`config.mk`:
```
export PLATFORM = sky130hd
export DESIGN_NAME = store_trace_fifo
export DESIGN_NICKNAME = d
export VERILOG_FILES = /design/src/rtl/store_trace_pkg.sv /design/src/rtl/trace_fifo_mem.sv /design/src/rtl/store_trace_fifo.sv
export SDC_FILE = /design/constraint.sdc
export NUM_CORES = 1
export LEC_CHECK = 0
export BUFFER_PORTS_ARGS = -buffer_cell sky130_fd_sc_hd__buf_2
export CAP_MARGIN = 10
export CORE_UTILIZATION = 59
export CTS_CLUSTER_DIAMETER = 120
export DETAILED_ROUTE_END_ITERATION = 16
export PLACE_DENSITY = 0.79
export REMOVE_ABC_BUFFERS = 1
export SYNTH_ARGS = -nofsm -noshare
export SYNTH_HDL_FRONTEND = slang
export SYNTH_SLANG_ARGS = --single-unit
```
`constraint.sdc`:
```
create_clock -name clk -period 11.8 [get_ports clk]
set_input_delay 2.36 -clock clk [delete_from_list [all_inputs] [get_ports clk]]
set_output_delay 2.36 -clock clk [all_outputs]
set_load 0.1 [all_outputs]
```
`src/rtl/store_trace_pkg.sv`:
```
// ============================================================================
//  Module : store_trace_pkg
//  Brief  : Shared types and constants for the store trace FIFO.
//  Rev    : 1.0
// ============================================================================
`default_nettype none

package store_trace_pkg;

   localparam int C_DEFAULT_DEPTH = 8;
   localparam int C_DEFAULT_AW    = 32;
   localparam int C_DEFAULT_DW    = 32;
   localparam int C_DROP_CNT_W    = 16;

   typedef struct packed {
      logic [C_DEFAULT_AW-1:0] addr;
      logic [C_DEFAULT_DW-1:0] data;
   } trace_entry_t;

endpackage

`default_nettype wire

```
`src/rtl/trace_fifo_mem.sv`:
```
// ============================================================================
//  Module : trace_fifo_mem
//  Brief  : DEPTH x WIDTH register array, one write port, async read port.
//  Rev    : 1.0
// ============================================================================
`default_nettype none

module trace_fifo_mem
   import store_trace_pkg::*;
#(
   parameter int DEPTH = C_DEFAULT_DEPTH,
   parameter int WIDTH = C_DEFAULT_AW + C_DEFAULT_DW,
   parameter int PTR_W = $clog2(DEPTH)
) (
   input  logic             clk,
   input  logic             we,
   input  logic [PTR_W-1:0] waddr,
   input  logic [WIDTH-1:0] wdata,
   input  logic [PTR_W-1:0] raddr,
   output logic [WIDTH-1:0] rdata
);

   // Contents are don't-care after reset, so the array carries no reset.
   logic [WIDTH-1:0] r_mem [DEPTH];

   always_ff @(posedge clk) begin
      if (we) begin
         r_mem[waddr] <= wdata;
      end
   end

   assign rdata = r_mem[raddr];

endmodule

`default_nettype wire

```
`src/rtl/store_trace_fifo.sv`:
```
// ============================================================================
//  Module : store_trace_fifo
//  Brief  : Captures core data-memory stores and drains them in order over a
//           first-word fall-through valid/ready port. Optional saturating
//           drop counter enabled by STORE_TRACE_DROPCNT_EN.
//  Rev    : 1.0
// ============================================================================
`default_nettype none

module store_trace_fifo
   import store_trace_pkg::*;
#(
   parameter int DEPTH = C_DEFAULT_DEPTH,
   parameter int AW    = C_DEFAULT_AW,
   parameter int DW    = C_DEFAULT_DW
) (
   input  logic                       clk,
   input  logic                       reset,
   input  logic                       memwrite,
   input  logic [AW-1:0]              addr,
   input  logic [DW-1:0]              wdata,
   output logic                       out_valid,
   input  logic                       out_ready,
   output logic [AW-1:0]              out_addr,
   output logic [DW-1:0]              out_data,
   output logic [15:0]                out_result,
   output logic [$clog2(DEPTH):0]     level,
   output logic                       full,
   output logic                       drop
`ifdef STORE_TRACE_DROPCNT_EN
   ,
   output logic [C_DROP_CNT_W-1:0]    drop_cnt
`endif
);

   localparam int c_ptr_w = $clog2(DEPTH);
   localparam int c_lvl_w = c_ptr_w + 1;
   localparam int c_ent_w = AW + DW;

   logic [c_ptr_w-1:0] r_wr_ptr;
   logic [c_ptr_w-1:0] r_rd_ptr;
   logic [c_lvl_w-1:0] r_level;
   logic               r_drop;

   logic               w_valid;
   logic               w_full;
   logic               w_pop;
   logic               w_accept;
   logic               w_discard;
   logic [c_ent_w-1:0] w_rd_entry;

   assign w_valid   = (r_level != '0);
   assign w_full    = (r_level == c_lvl_w'(DEPTH));
   assign w_pop     = w_valid & out_ready;
   // A full buffer still takes a store when the head leaves in the same cycle.
   assign w_accept  = memwrite & (~w_full | w_pop);
   assign w_discard = memwrite & w_full & ~w_pop;

   always_ff @(posedge clk) begin
      if (reset) begin
         r_wr_ptr <= '0;
         r_rd_ptr <= '0;
         r_level  <= '0;
         r_drop   <= 1'b0;
      end else begin
         if (w_accept) begin
            r_wr_ptr <= r_wr_ptr + c_ptr_w'(1);
         end
         if (w_pop) begin
            r_rd_ptr <= r_rd_ptr + c_ptr_w'(1);
         end
         case ({w_accept, w_pop})
            2'b10:   r_level <= r_level + c_lvl_w'(1);
            2'b01:   r_level <= r_level - c_lvl_w'(1);
            default: r_level <= r_level;
         endcase
         r_drop <= w_discard;
      end
   end

   trace_fifo_mem #(
      .DEPTH (DEPTH),
      .WIDTH (c_ent_w),
      .PTR_W (c_ptr_w)
   ) u_mem (
      .clk   (clk),
      .we    (w_accept),
      .waddr (r_wr_ptr),
      .wdata ({addr, wdata}),
      .raddr (r_rd_ptr),
      .rdata (w_rd_entry)
   );

   assign out_valid  = w_valid;
   assign out_addr   = w_rd_entry[c_ent_w-1:DW];
   assign out_data   = w_rd_entry[DW-1:0];
   assign out_result = w_rd_entry[15:0];
   assign level      = r_level;
   assign full       = w_full;
   assign drop       = r_drop;

`ifdef STORE_TRACE_DROPCNT_EN
   logic [C_DROP_CNT_W-1:0] r_drop_cnt;

   always_ff @(posedge clk) begin
      if (reset) begin
         r_drop_cnt <= '0;
      end else if (w_discard && (r_drop_cnt != '1)) begin
         r_drop_cnt <= r_drop_cnt + C_DROP_CNT_W'(1);
      end
   end

   assign drop_cnt = r_drop_cnt;
`endif

endmodule

`default_nettype wire

```
==> results.txt <==
Netlist Area Pre-Place: 0.0200 mm²
Hold Path Class: flip-flop to flip-flop
First-pass GRT wire length: 55000 µm
Detailed Route Iter0 Violations: 801
Fmax achieved: 170 MHz
DIE WIDTH: 186 µm
Max rail drop VDD: 0.149 mV
Non-filler instance count after layout: 1494
Cells after DPL: 1401
Post-synth cell types: 34
Skew final: 0.0184 ns
# clock sinks: 526
Switching share of power: 32.7%
Router iterations before antenna repair: 5
Worst-path fanout max: 67
Skew-Pair Late Insertion Delay: 0.57 ns
TritonCTS clock tree: yes
Syn avg cell area: 23.8 µm²
Port-buffer cells: 154
Int Power: 3.25 mW
Final setup viols: 0
Final Slew Violations: 0
Largest net degree at the start of global routing: 83
Root Buffer: clkbuf_16
Routing usage on met2: 36.0%
Net switching power: 1.58 mW
Global route total overflow: 0
Core area: 0.0334 mm²
CP endpoint kind: output pin
Post-CTS Resized: 0
Number of hold buffers added after CTS: 0
Area growth syn-to-layout: 13.5%
Clk pwr share: 30.3%
Setup Total Neg Slack: 0 ns
Die ar.: 0.0347 mm²
Postcts setup bufs: 0
Initial core utilization: 59.8%
Hold WS: 0.507 ns
Final core area utilization: 67.9%
YS warnings: 0
WL per Instance: 25.0 µm
Met1 Usage GRT: 31.0%
Layout cells sized above 1: 42.3%
DR DRC count: 0
Detail Route Antenna Nets: 0
Max-slew headroom: 26.4%
Power Density: 212 mW/mm²
RSZ-0062 raised after global routing: false
Cell count after synthesis: 840
Clk buf depth: 3
Sequential fraction of the synthesis area: 78.2%
Worst endpoint required time: 9.44 ns
Flop pwr share: 44.9%
Total Routing Usage GR: 22.0%
Fin. Hold Viols: 0
Status: completed
Routed WL: 37300 µm
Slew @ Worst Pin: 1.10 ns
Final #Nets: 1075
Vias: 9029
Crit path DAT: 3.52 ns
Max_cap viols: 0
Final min period: 5.88 ns
Worst-path clk slew: 0.06 ns
CP Class: flip-flop to output pin
Routability cong.: 0.709
Num CTS Buffers: 49
Vias/cell: 6.04
Std-Cell Rows: 67
Vias in the first global route: 9207
Ports: 155
H-tree levels: 2
Met3 Track Usage GR: 4.21%
Combinational share of power: 24.9%
Leakage: 7.27 nW
Final clock period utilization by the worst path: 49.8%
Layer with the highest usage: met2
Synth Register Bits: 526
Detailed placer's ending HPWL: 18700 µm
Initial antenna violation count: 3
Worst setup SP type: flip-flop
Die height: 186 µm
==> final cells by class <==
cell class | count | area [µm²]
repair buffers | 170 | 903
fillers | 2016 | 10700
well taps | 448 | 561
inverters | 2 | 7.51
clock buffers | 67 | 1390
diodes | 3 | 7.51
multi-input cells | 255 | 4080
clock inverters | 23 | 108
flip-flops and latches | 526 | 15700
==> cells in the mapped netlist <==
master,count,area [µm²]
buf_2,13,65.1
o21ai_4,1,16.3
nor3_1,5,25.0
o311a_1,1,10.0
edfxtp_1,512,15400
nand3_1,2,10.0
buf_4,19,143
clkbuf_1,12,45.0
mux2i_1,2,20.0
nand2_1,6,22.5
buf_6,2,22.5
dfxtp_1,14,280
mux2_2,64,721
a211oi_2,1,12.5
nor4b_1,3,26.3
nor4_1,1,6.26
inv_1,2,7.51
nor2_1,14,52.6
or4b_4,1,13.8
or4_1,1,7.51
ha_1,3,37.5
mux4_2,128,2880
o311ai_0,1,8.76
a21oi_1,2,10.0
o221ai_1,1,8.76
o211ai_1,2,15.0
nand2b_1,4,25.0
nor2b_1,1,6.26
nor3b_1,1,7.51
a311oi_1,1,8.76
xnor2_1,4,35.0
buf_1,11,41.3
nand4b_1,1,8.76
xor2_1,4,35.0
==> critical path, stage by stage (launching register included) <==
cell	delay [ns]
dfxtp_4	0.94
buf_4	0.90
mux4_2	0.43
mux2_2	0.32
buf_2	0.30
==> path summary, 6_finish.rpt <==
path	start	end	slack, ns	cells past startpoint
worst max-delay path	flip-flop	out_addr[23]	5.92	4
worst min-delay path	r_rd_ptr[1]$_SDFFE_PP0N_	flip-flop	0.51	2
worst max register to register	level[1]$_SDFFE_PP0P_	u_mem.r_mem[5][63]$_DFFE_PP_	9.06	4
worst min register to register	r_rd_ptr[1]$_SDFFE_PP0N_	flip-flop	0.51	2
==> metrics by stage <==
step | total power, mW | setup WS (ns) | cell area (µm²)
after global routing | 4.98 | 5.73 | 22700
after CTS | 4.86 | 5.90 | 22700
final | 4.83 | 5.92 | 22700
after detailed placement | 3.41 | 6.46 | 21200
after global placement | 3.40 | 6.47 | 21200
after floorplan | 3.28 | 2.66 | 19700
==> power by group through the flow <==
stage                     combinational (mW)  clock, mW  sequential [mW]
after floorplan                         1.01          0             2.26
after global placement                  1.20          0             2.20
after detailed placement                1.21          0             2.21
after CTS                               1.21       1.48             2.17
after global routing                    1.25       1.56             2.18
final                                   1.20       1.46             2.17
==> layer usage <==
layer  share of wire (%)  up-vias
li1                    -     3870
met1                  41     4776
met2                  51      326
met3                 6.4       55
met4                 1.8        2
met5               0.027        -
==> cells by family after synthesis <==
family | share of synthesized area [%]
xor+xnor | 0.350
compound gates | 0.450
fa+ha+maj | 0.188
buf+inv | 1.62
mux | 18.1
flops | 78.2
simple gates | 1.06
==> cell usage in the layout, fill, tap and decap left out, types with 2 or more instances in the layout <==
cell type	count
nor3_2	4
buf_4	15
nor2_4	3
ha_1	3
mux2_2	64
nor2_1	11
clkbuf_16	52
dfxtp_1	11
inv_1	2
nand3_1	2
nor4b_1	3
xor2_1	4
clkinvlp_4	2
clkbuf_1	12
a21oi_1	2
buf_2	154
diode_2	3
mux4_2	128
mux2i_1	2
nand2b_1	4
nand2_1	6
o211ai_1	2
dfxtp_4	3
clkbuf_8	3
clkinv_1	13
edfxtp_1	512
clkinv_2	7
xnor2_1	4
==> sequential cells by signal, indices dropped and copies added (netlist names), named ones only <==
register / cells
u_mem.r_mem: 512
drop: 1
r_wr_ptr: 3
level: 4
r_rd_ptr: 3
No activity file was read; power rests on OpenSTA's default activity.
